`config.mk`:
```
export PLATFORM = sky130hd
export DESIGN_NAME = dwconv_channel_scheduler
export DESIGN_NICKNAME = d
export VERILOG_FILES = /design/src/rtl/dwconv_channel_scheduler.sv
export SDC_FILE = /design/constraint.sdc
export NUM_CORES = 1
export LEC_CHECK = 0
export BUFFER_PORTS_ARGS = -buffer_cell sky130_fd_sc_hd__buf_2
export CORE_MARGIN = 2
export CORE_UTILIZATION = 44
export DETAILED_ROUTE_END_ITERATION = 6
export GPL_TIMING_DRIVEN = 0
export PLACE_DENSITY = 0.71
export SYNTH_ARGS = -nofsm -noshare
export SYNTH_HDL_FRONTEND = slang
export SYNTH_SLANG_ARGS = --single-unit
```
`constraint.sdc`:
```
create_clock -name clock -period 2.2 [get_ports clock]
set_clock_uncertainty 0.1 [all_clocks]
set_input_delay 0.22 -clock clock [delete_from_list [all_inputs] [get_ports clock]]
set_output_delay 0.22 -clock clock [all_outputs]
set_load 0.02 [all_outputs]
```
`src/rtl/dwconv_channel_scheduler.sv`:
```
// Streams one feature-map channel at a time from activation SRAM into the 3x3 line buffer,
// framing each channel with start_frame and waiting for its windows before moving on.
module dwconv_channel_scheduler #(
  parameter int IMAGE_WIDTH   = 224,
  parameter int IMAGE_HEIGHT  = 224,
  parameter int ADDR_W        = 20,
  parameter int CH_W          = 10,
  parameter int DRAIN_TIMEOUT = 16
) (
  input  logic              clock,
  input  logic              reset,
  input  logic              start,
  input  logic              abort,
  input  logic [ADDR_W-1:0] base_addr,
  input  logic [CH_W-1:0]   num_channels,
  input  logic              sink_ready,
  output logic              mem_rd_en,
  output logic [ADDR_W-1:0] mem_rd_addr,
  input  logic [7:0]        mem_rd_data,
  output logic [7:0]        pixel_out,
  output logic              pixel_valid,
  output logic              start_frame,
  input  logic              window_valid_in,
  output logic [CH_W-1:0]   channel_idx,
  output logic              channel_done,
  output logic              busy,
  output logic              done,
  output logic              error
);

  localparam int FRAME_PIX = IMAGE_WIDTH * IMAGE_HEIGHT;
  localparam int WIN_EXP   = (IMAGE_WIDTH - 2) * (IMAGE_HEIGHT - 2);
  localparam int CNT_W     = $clog2(FRAME_PIX + 1);
  localparam int DRN_W     = $clog2(DRAIN_TIMEOUT + 1);

  localparam logic [CNT_W-1:0]  LAST_PIX     = CNT_W'(FRAME_PIX - 1);
  localparam logic [CNT_W-1:0]  WIN_TARGET   = CNT_W'(WIN_EXP);
  localparam logic [DRN_W-1:0]  DRAIN_LAST   = DRN_W'(DRAIN_TIMEOUT - 1);
  localparam logic [ADDR_W-1:0] FRAME_STRIDE = ADDR_W'(FRAME_PIX);

  typedef enum logic [2:0] {
    IDLE, FRAME_START, STREAM, DRAIN, CH_DONE, DONE
  } state_t;

  state_t            state;
  logic [ADDR_W-1:0] frame_base;
  logic [ADDR_W-1:0] addr;
  logic [CH_W-1:0]   num_ch_q;
  logic [CH_W-1:0]   channel_idx_q;
  logic [CNT_W-1:0]  pix_cnt;
  logic [CNT_W-1:0]  win_cnt;
  logic [DRN_W-1:0]  drain_cnt;
  logic              error_q;
  logic              pixel_valid_q;

  // Read strobe is gated combinationally so a deasserted sink_ready, an abort or a reset
  // stops the SRAM access in the same cycle.
  assign mem_rd_en    = (state == STREAM) && sink_ready && !abort && !reset;
  assign mem_rd_addr  = addr;
  assign pixel_out    = mem_rd_data;
  assign pixel_valid  = pixel_valid_q;
  assign start_frame  = (state == FRAME_START);
  assign channel_done = (state == CH_DONE);
  assign done         = (state == DONE);
  assign busy         = (state != IDLE);
  assign channel_idx  = channel_idx_q;
  assign error        = error_q;

  always_ff @(posedge clock) begin
    if (reset) begin
      state         <= IDLE;
      frame_base    <= '0;
      addr          <= '0;
      num_ch_q      <= '0;
      channel_idx_q <= '0;
      pix_cnt       <= '0;
      win_cnt       <= '0;
      drain_cnt     <= '0;
      error_q       <= 1'b0;
      pixel_valid_q <= 1'b0;
    end else begin
      pixel_valid_q <= mem_rd_en;

      if ((state == STREAM || state == DRAIN) && window_valid_in)
        win_cnt <= win_cnt + CNT_W'(1);

      if (state != IDLE && abort) begin
        state <= IDLE;
      end else begin
        case (state)
          IDLE: begin
            if (start) begin
              num_ch_q      <= num_channels;
              frame_base    <= base_addr;
              channel_idx_q <= '0;
              error_q       <= 1'b0;
              state         <= (num_channels == '0) ? DONE : FRAME_START;
            end
          end
          FRAME_START: begin
            addr      <= frame_base;
            pix_cnt   <= '0;
            win_cnt   <= '0;
            drain_cnt <= '0;
            state     <= STREAM;
          end
          STREAM: begin
            if (sink_ready) begin
              addr    <= addr + ADDR_W'(1);
              pix_cnt <= pix_cnt + CNT_W'(1);
              if (pix_cnt == LAST_PIX)
                state <= DRAIN;
            end
          end
          DRAIN: begin
            // A match in the same cycle as the timeout still counts as a clean channel.
            if (win_cnt == WIN_TARGET) begin
              state <= CH_DONE;
            end else if (drain_cnt == DRAIN_LAST) begin
              error_q <= 1'b1;
              state   <= CH_DONE;
            end else begin
              drain_cnt <= drain_cnt + DRN_W'(1);
            end
          end
          CH_DONE: begin
            if (channel_idx_q == num_ch_q - CH_W'(1)) begin
              state <= DONE;
            end else begin
              channel_idx_q <= channel_idx_q + CH_W'(1);
              frame_base    <= frame_base + FRAME_STRIDE;
              state         <= FRAME_START;
            end
          end
          DONE: state <= IDLE;
          default: state <= IDLE;
        endcase
      end
    end
  end

endmodule

```
Yosys cells after proc, flatten, opt, wreduce, memory -nomap -nowiden
Index checks and enable logic that the tools add are counted.
{"block": "word_totals", "input_bits": 44, "word_cells": 85, "regBits": 102, "output_inout_bits": 45}
{"block": "classes", "n_eq_ne": 17, "addsub": 7, "mux": 28, "bitwise_logic": 1, "n_reduce_logical": 22}
{"cell": "case mux 20 bit (2 select lines)", "count": 2}
{"cell": "two-way mux 16 bit", "count": 4}
{"cell": "two-way mux 20 bit", "count": 3}
{"cell": "adder 16 x 1 -> 16 bit (second input constant)", "count": 2}
{"cell": "equality test 16 bit (second input constant)", "count": 2}
{"cell": "case mux 16 bit (2 select lines)", "count": 1}
{"cell": "two-way mux 3 bit", "count": 7}
{"cell": "adder 20 x 1 -> 20 bit (second input constant)", "count": 1}
{"cell": "adder 20 x 16 -> 20 bit (second input constant)", "count": 1}
{"cell": "two-way mux 10 bit", "count": 2}
{"cell": "case mux 10 bit (2 select lines)", "count": 1}
{"cell": "case mux 3 bit (5 select lines)", "count": 1}
{"cell": "AND reduction 4 bit", "count": 3}
{"cell": "adder 10 x 1 -> 10 bit (second input constant)", "count": 1}
{"cell": "equality test 10 bit", "count": 1}
{"cell": "zero test 10 bit", "count": 1}
{"cell": "two-way mux 5 bit", "count": 2}
{"cell": "inequality test 2 bit (second input constant)", "count": 5}
{"cell": "case mux 5 bit (2 select lines)", "count": 1}
{"cell": "subtractor 10 x 1 -> 10 bit (second input constant)", "count": 1}
{"cell": "nonzero test 2 bit", "count": 4}
{"cell": "equality test 3 x 2 -> 1 bit (second input constant)", "count": 2}
{"cell": "equality test 3 bit (second input constant)", "count": 2}
{"cell": "AND reduction 3 bit", "count": 2}
{"cell": "other kinds (15)", "count": 23}

Logic depth before layout (Yosys ltp)
{"block": "logic_depth", "word_depth": 6, "ltp_mapped": 10, "ltp_nobuf": 8}

Worst setup path after synthesis
OpenSTA, ideal clock, no wires.
{"block": "synth_path", "path_kind": "flip-flop to flip-flop", "start": "register num_ch_q[0]", "end": "register channel_idx_q[9], in the netlist channel_idx[9]", "setup_slack_ps": -160, "path_buffers": 1, "required_time_ps": 2028, "setup_time_ps": 72, "period_less_slack_ps": 2360, "t_arrival_ps": 2189, "stages_incl_launch_ff": 8, "cell_sequence": "dfxtp_1 > or4_4 > o21a_1 > o2111ai_1 > and4b_4 > buf_6 > or4_1 > a21oi_1"}
{"block": "synth_via", "elab_chain_len": 4}
{"item": "from (decl)", "line": "48", "text": "logic [CH_W-1:0] num_ch_q;"}
{"item": "from (signal assigned)", "line": "93", "text": "num_ch_q <= num_channels;"}
{"item": "subtractor 10 x 1 -> 10 bit", "line": "127", "text": "if (channel_idx_q == num_ch_q - CH_W'(1)) begin"}
{"item": "equality test 10 bit", "line": "127"}
{"item": "inequality test 2 bit (no source line)"}
{"item": "AND reduction 4 bit (no source line)"}
{"item": "to (signal assigned)", "line": "130", "text": "channel_idx_q <= channel_idx_q + CH_W'(1);"}
{"item": "to (decl)", "line": "49", "text": "logic [CH_W-1:0] channel_idx_q;"}
No other way between the ends.
A chain may end at the register's enable or synchronous reset.

Worst setup path after layout
{"block": "layout_path", "start": "register num_ch_q[1]", "end": "register channel_idx_q[9], in the netlist channel_idx[9]"}
Same word-level chain as after synthesis.

==> flow_summary.ini <==
[flow_run]
maxCapViolations = 0

[placement]
gp_congestion = 0.912
dp_slack_ns = -0.362
dp.cells = 910
io_buffers = 80
place_hpwl_mm = 11.0

[drt]
wl_mm = 15.5
ant_nets = 0
wl_per_cell_um = 16.5
vias = 5358
viasPerCell = 5.72
drtIter0Drc = 406
drc = 0
first_pass_iters = 5

[cts]
cts.sinks = 102
clock_latency_ns = 0.35
path_clk_slew_ns = 0.07
clockBufferDepth = 2
cts_tree = built
ctsRootBufferMaster = clkbuf_16
cts_made_buffers = 9
cts-htree-levels = 3

[yosys]
synthTopCellsByArea = dfxtp_1 (38%), nand2_1 (7.2%), a21oi_1 (6.4%)
synth_area_mm2 = 0.00533
synth_top_cells_by_count = dfxtp_1 (102), nand2_1 (102), nor2_1 (70)
synth.yosys.seq_area_share_pct = 38.3
synth-seq-cells = 102
syn-num-nets = 736
ys.flop_type = dfxtp_1
synth_top_area_share_pct = 38.3
async_flop_share_pct = 0
synth-edff-count = 0
yosys.area.top_type = dfxtp_1
synth_cell_types = 60
avgSynthCellArea_um2 = 7.81
synthCells = 683
synth_warnings = 0

[global_routing]
grt_max_degree = 18
grt.total_usage_pct = 23.5
grt.met3_usage_pct = 4.39
grt_pass1_wl_mm = 24.4
antenna_found_initial = 0
met2_usage_pct = 41.7
grt_overflow = 0
grt-busiest-layer = met2
use_met1_pct = 29.5
grt_pass1_vias = 4983

[layout]
multi_input_area_mm2 = 0.00326
drive_gt1_share_pct = 21.9
nets = 838
postLayoutCoreUtil_pct = 56.0
areaGrowthSynthToFinish_pct = 25.0
nFillCells = 1098
regArea_mm2 = 0.00205
diodes = 0
instances_no_fill = 937

[setup_path]
critPathSlowestCell = or4_4
arrival_ns = 2.60
path_max_fanout = 6
cp-start-kind = flip-flop
worst-setup-path-type = flip-flop to flip-flop
crit_buf_inv = 1
r2r_slack_ns = -0.22
critPathCaptureType = flip-flop
crit_required_ns = 2.38
timing.rr.start = num_ch_q[1]$_SDFFE_PP0P_
crit_start = num_ch_q[1]$_SDFFE_PP0P_
path_cells = or4_4 -> o21a_1 -> o2111ai_2 -> and4b_4 -> buf_8 -> or4_1 -> a21oi_1
slowest_delay_ns = 0.58
path_delay_family = simple AND/OR/NAND/NOR gates

[die]
dieArea_mm2 = 0.0130
core_area_mm2 = 0.0119
die_y_um = 114
io_pins = 89
dieWidth_um = 114
start_util_pct = 44.8
rows = 40

[timing]
tightest_slew_ns = 0.747
finalCriticalPeriod_ns = 2.42
final-max-slew-violation-count = 0
finalSetupViolCount = 21
timing.setup.tns_ns = -2.98
finalHoldWorstSlack_ns = 0.00425
hold_viol_final = 0
setup_slack_ns = -0.224
fin_crit_sh_pct = 110
slew_headroom_pct = 50.2
rsz0062_at_grt = yes
max_clock_freq_ghz = 0.413

[run_status]
violations = setup timing
outcome = finished with violations

[min_path]
worstHoldStart = base_addr[3]
worstHoldPathType = input pin to flip-flop

[power]
leakagePower_uw = 0.00255
vdd_drop_max_mv = 0.420
p_per_area_mw_per_mm2 = 674
[stage by stage]
step | area [um^2] | power (uW)
2_1_floorplan | 5360 | 2490
3_3_place_gp | 5940 | 2690
3_5_place_dp | 5940 | 2720
4_1_cts | 6410 | 4470
5_1_grt | 6670 | 4680
6_report | 6670 | 4490
[power breakdown]
group          switching, uW  leakage [uW]  total, uW  internal [uW]
Clock                    739      0.000152       1740           1000
Combinational            451       0.00157        729            278
Sequential              99.7      0.000832       2030           1930
Total                   1290       0.00255       4490           3210
[cell usage in the layout (no fill, tap or decap), types with 14 or more instances in the layout]
cell / n
o21ai_0: 23
inv_1: 15
nor3_1: 15
nand4_1: 16
and3_1: 14
nand2_1: 101
nor2_1: 69
clkbuf_1: 21
buf_2: 80
xnor2_1: 15
xor2_1: 27
nand3_1: 21
dfxtp_1: 95
a21oi_1: 65
[area by class of cell]
class	count	share of cell area, %
plain buffers	43	3.58
clock buffers	9	3.38
clock inverters	7	1.46
inverters	15	0.844
multi-input cells	521	48.9
flip-flops and latches	102	30.8
well taps	147	2.76
repair buffers	93	8.28
[flip-flops by register name (all words and copies together) (netlist names)]
name and cells:
frame_base 20, pix_cnt 16, pixel_valid 1, state 3, drain_cnt 5, num_ch_q 10
win_cnt 16, error 1, mem_rd_addr 20, channel_idx 10
[per-layer routing]
metal  share of wire, %  vias up
li1                   -     2632
met1                 43     2544
met2                 50      167
met3                5.8       15
met4                1.2        0
met5                  0        -
[worst reg2reg max path: stages (launching register included)]
cell,delay (ns)
dfxtp_4,0.36
or4_4,0.58
o21a_1,0.21
o2111ai_2,0.16
and4b_4,0.26
buf_8,0.14
or4_1,0.39
a21oi_1,0.14
[worst paths after layout]
check | to | cells after the start
worst max-delay path | channel_idx[9]$_SDFFE_PP0P_ | 7
worst min-delay path | frame_base[3]$_SDFFE_PP0P_ | 3
worst max register to register | channel_idx[9]$_SDFFE_PP0P_ | 7
worst min register to register | frame_base[8]$_SDFFE_PP0P_ | 2
[timing repair]
| item | 4_1_cts | 5_1_grt |
|---|---|---|
| hold endpoints to repair | 6 | 0 |
| gates cloned | 0 | 2 |
| hold buffers | 6 | 0 |
| buffers inserted | 2 | 3 |
| endpoints found under the setup margin | 64 | 79 |
| resized for setup | 24 | 47 |
| pin swaps | 4 | 13 |
[cell families (layout without fill, tap and decap cells)]
| family | count (synthesis) | count (layout) | synth area share [%] |
|---|---|---|---|
| multiplexers | 5 | 5 | 0.939 |
| AND/OR/NAND/NOR | 307 | 307 | 28.6 |
| adder cells (fa/ha/maj) | 9 | 9 | 2.11 |
| AO/OA/AOI/OAI | 158 | 158 | 18.3 |
| XOR/XNOR | 42 | 42 | 6.90 |
| flip-flops | 102 | 102 | 38.3 |
| buffers and inverters | 60 | 167 | 4.95 |
Note: power is estimated with default switching activity, not from simulation.
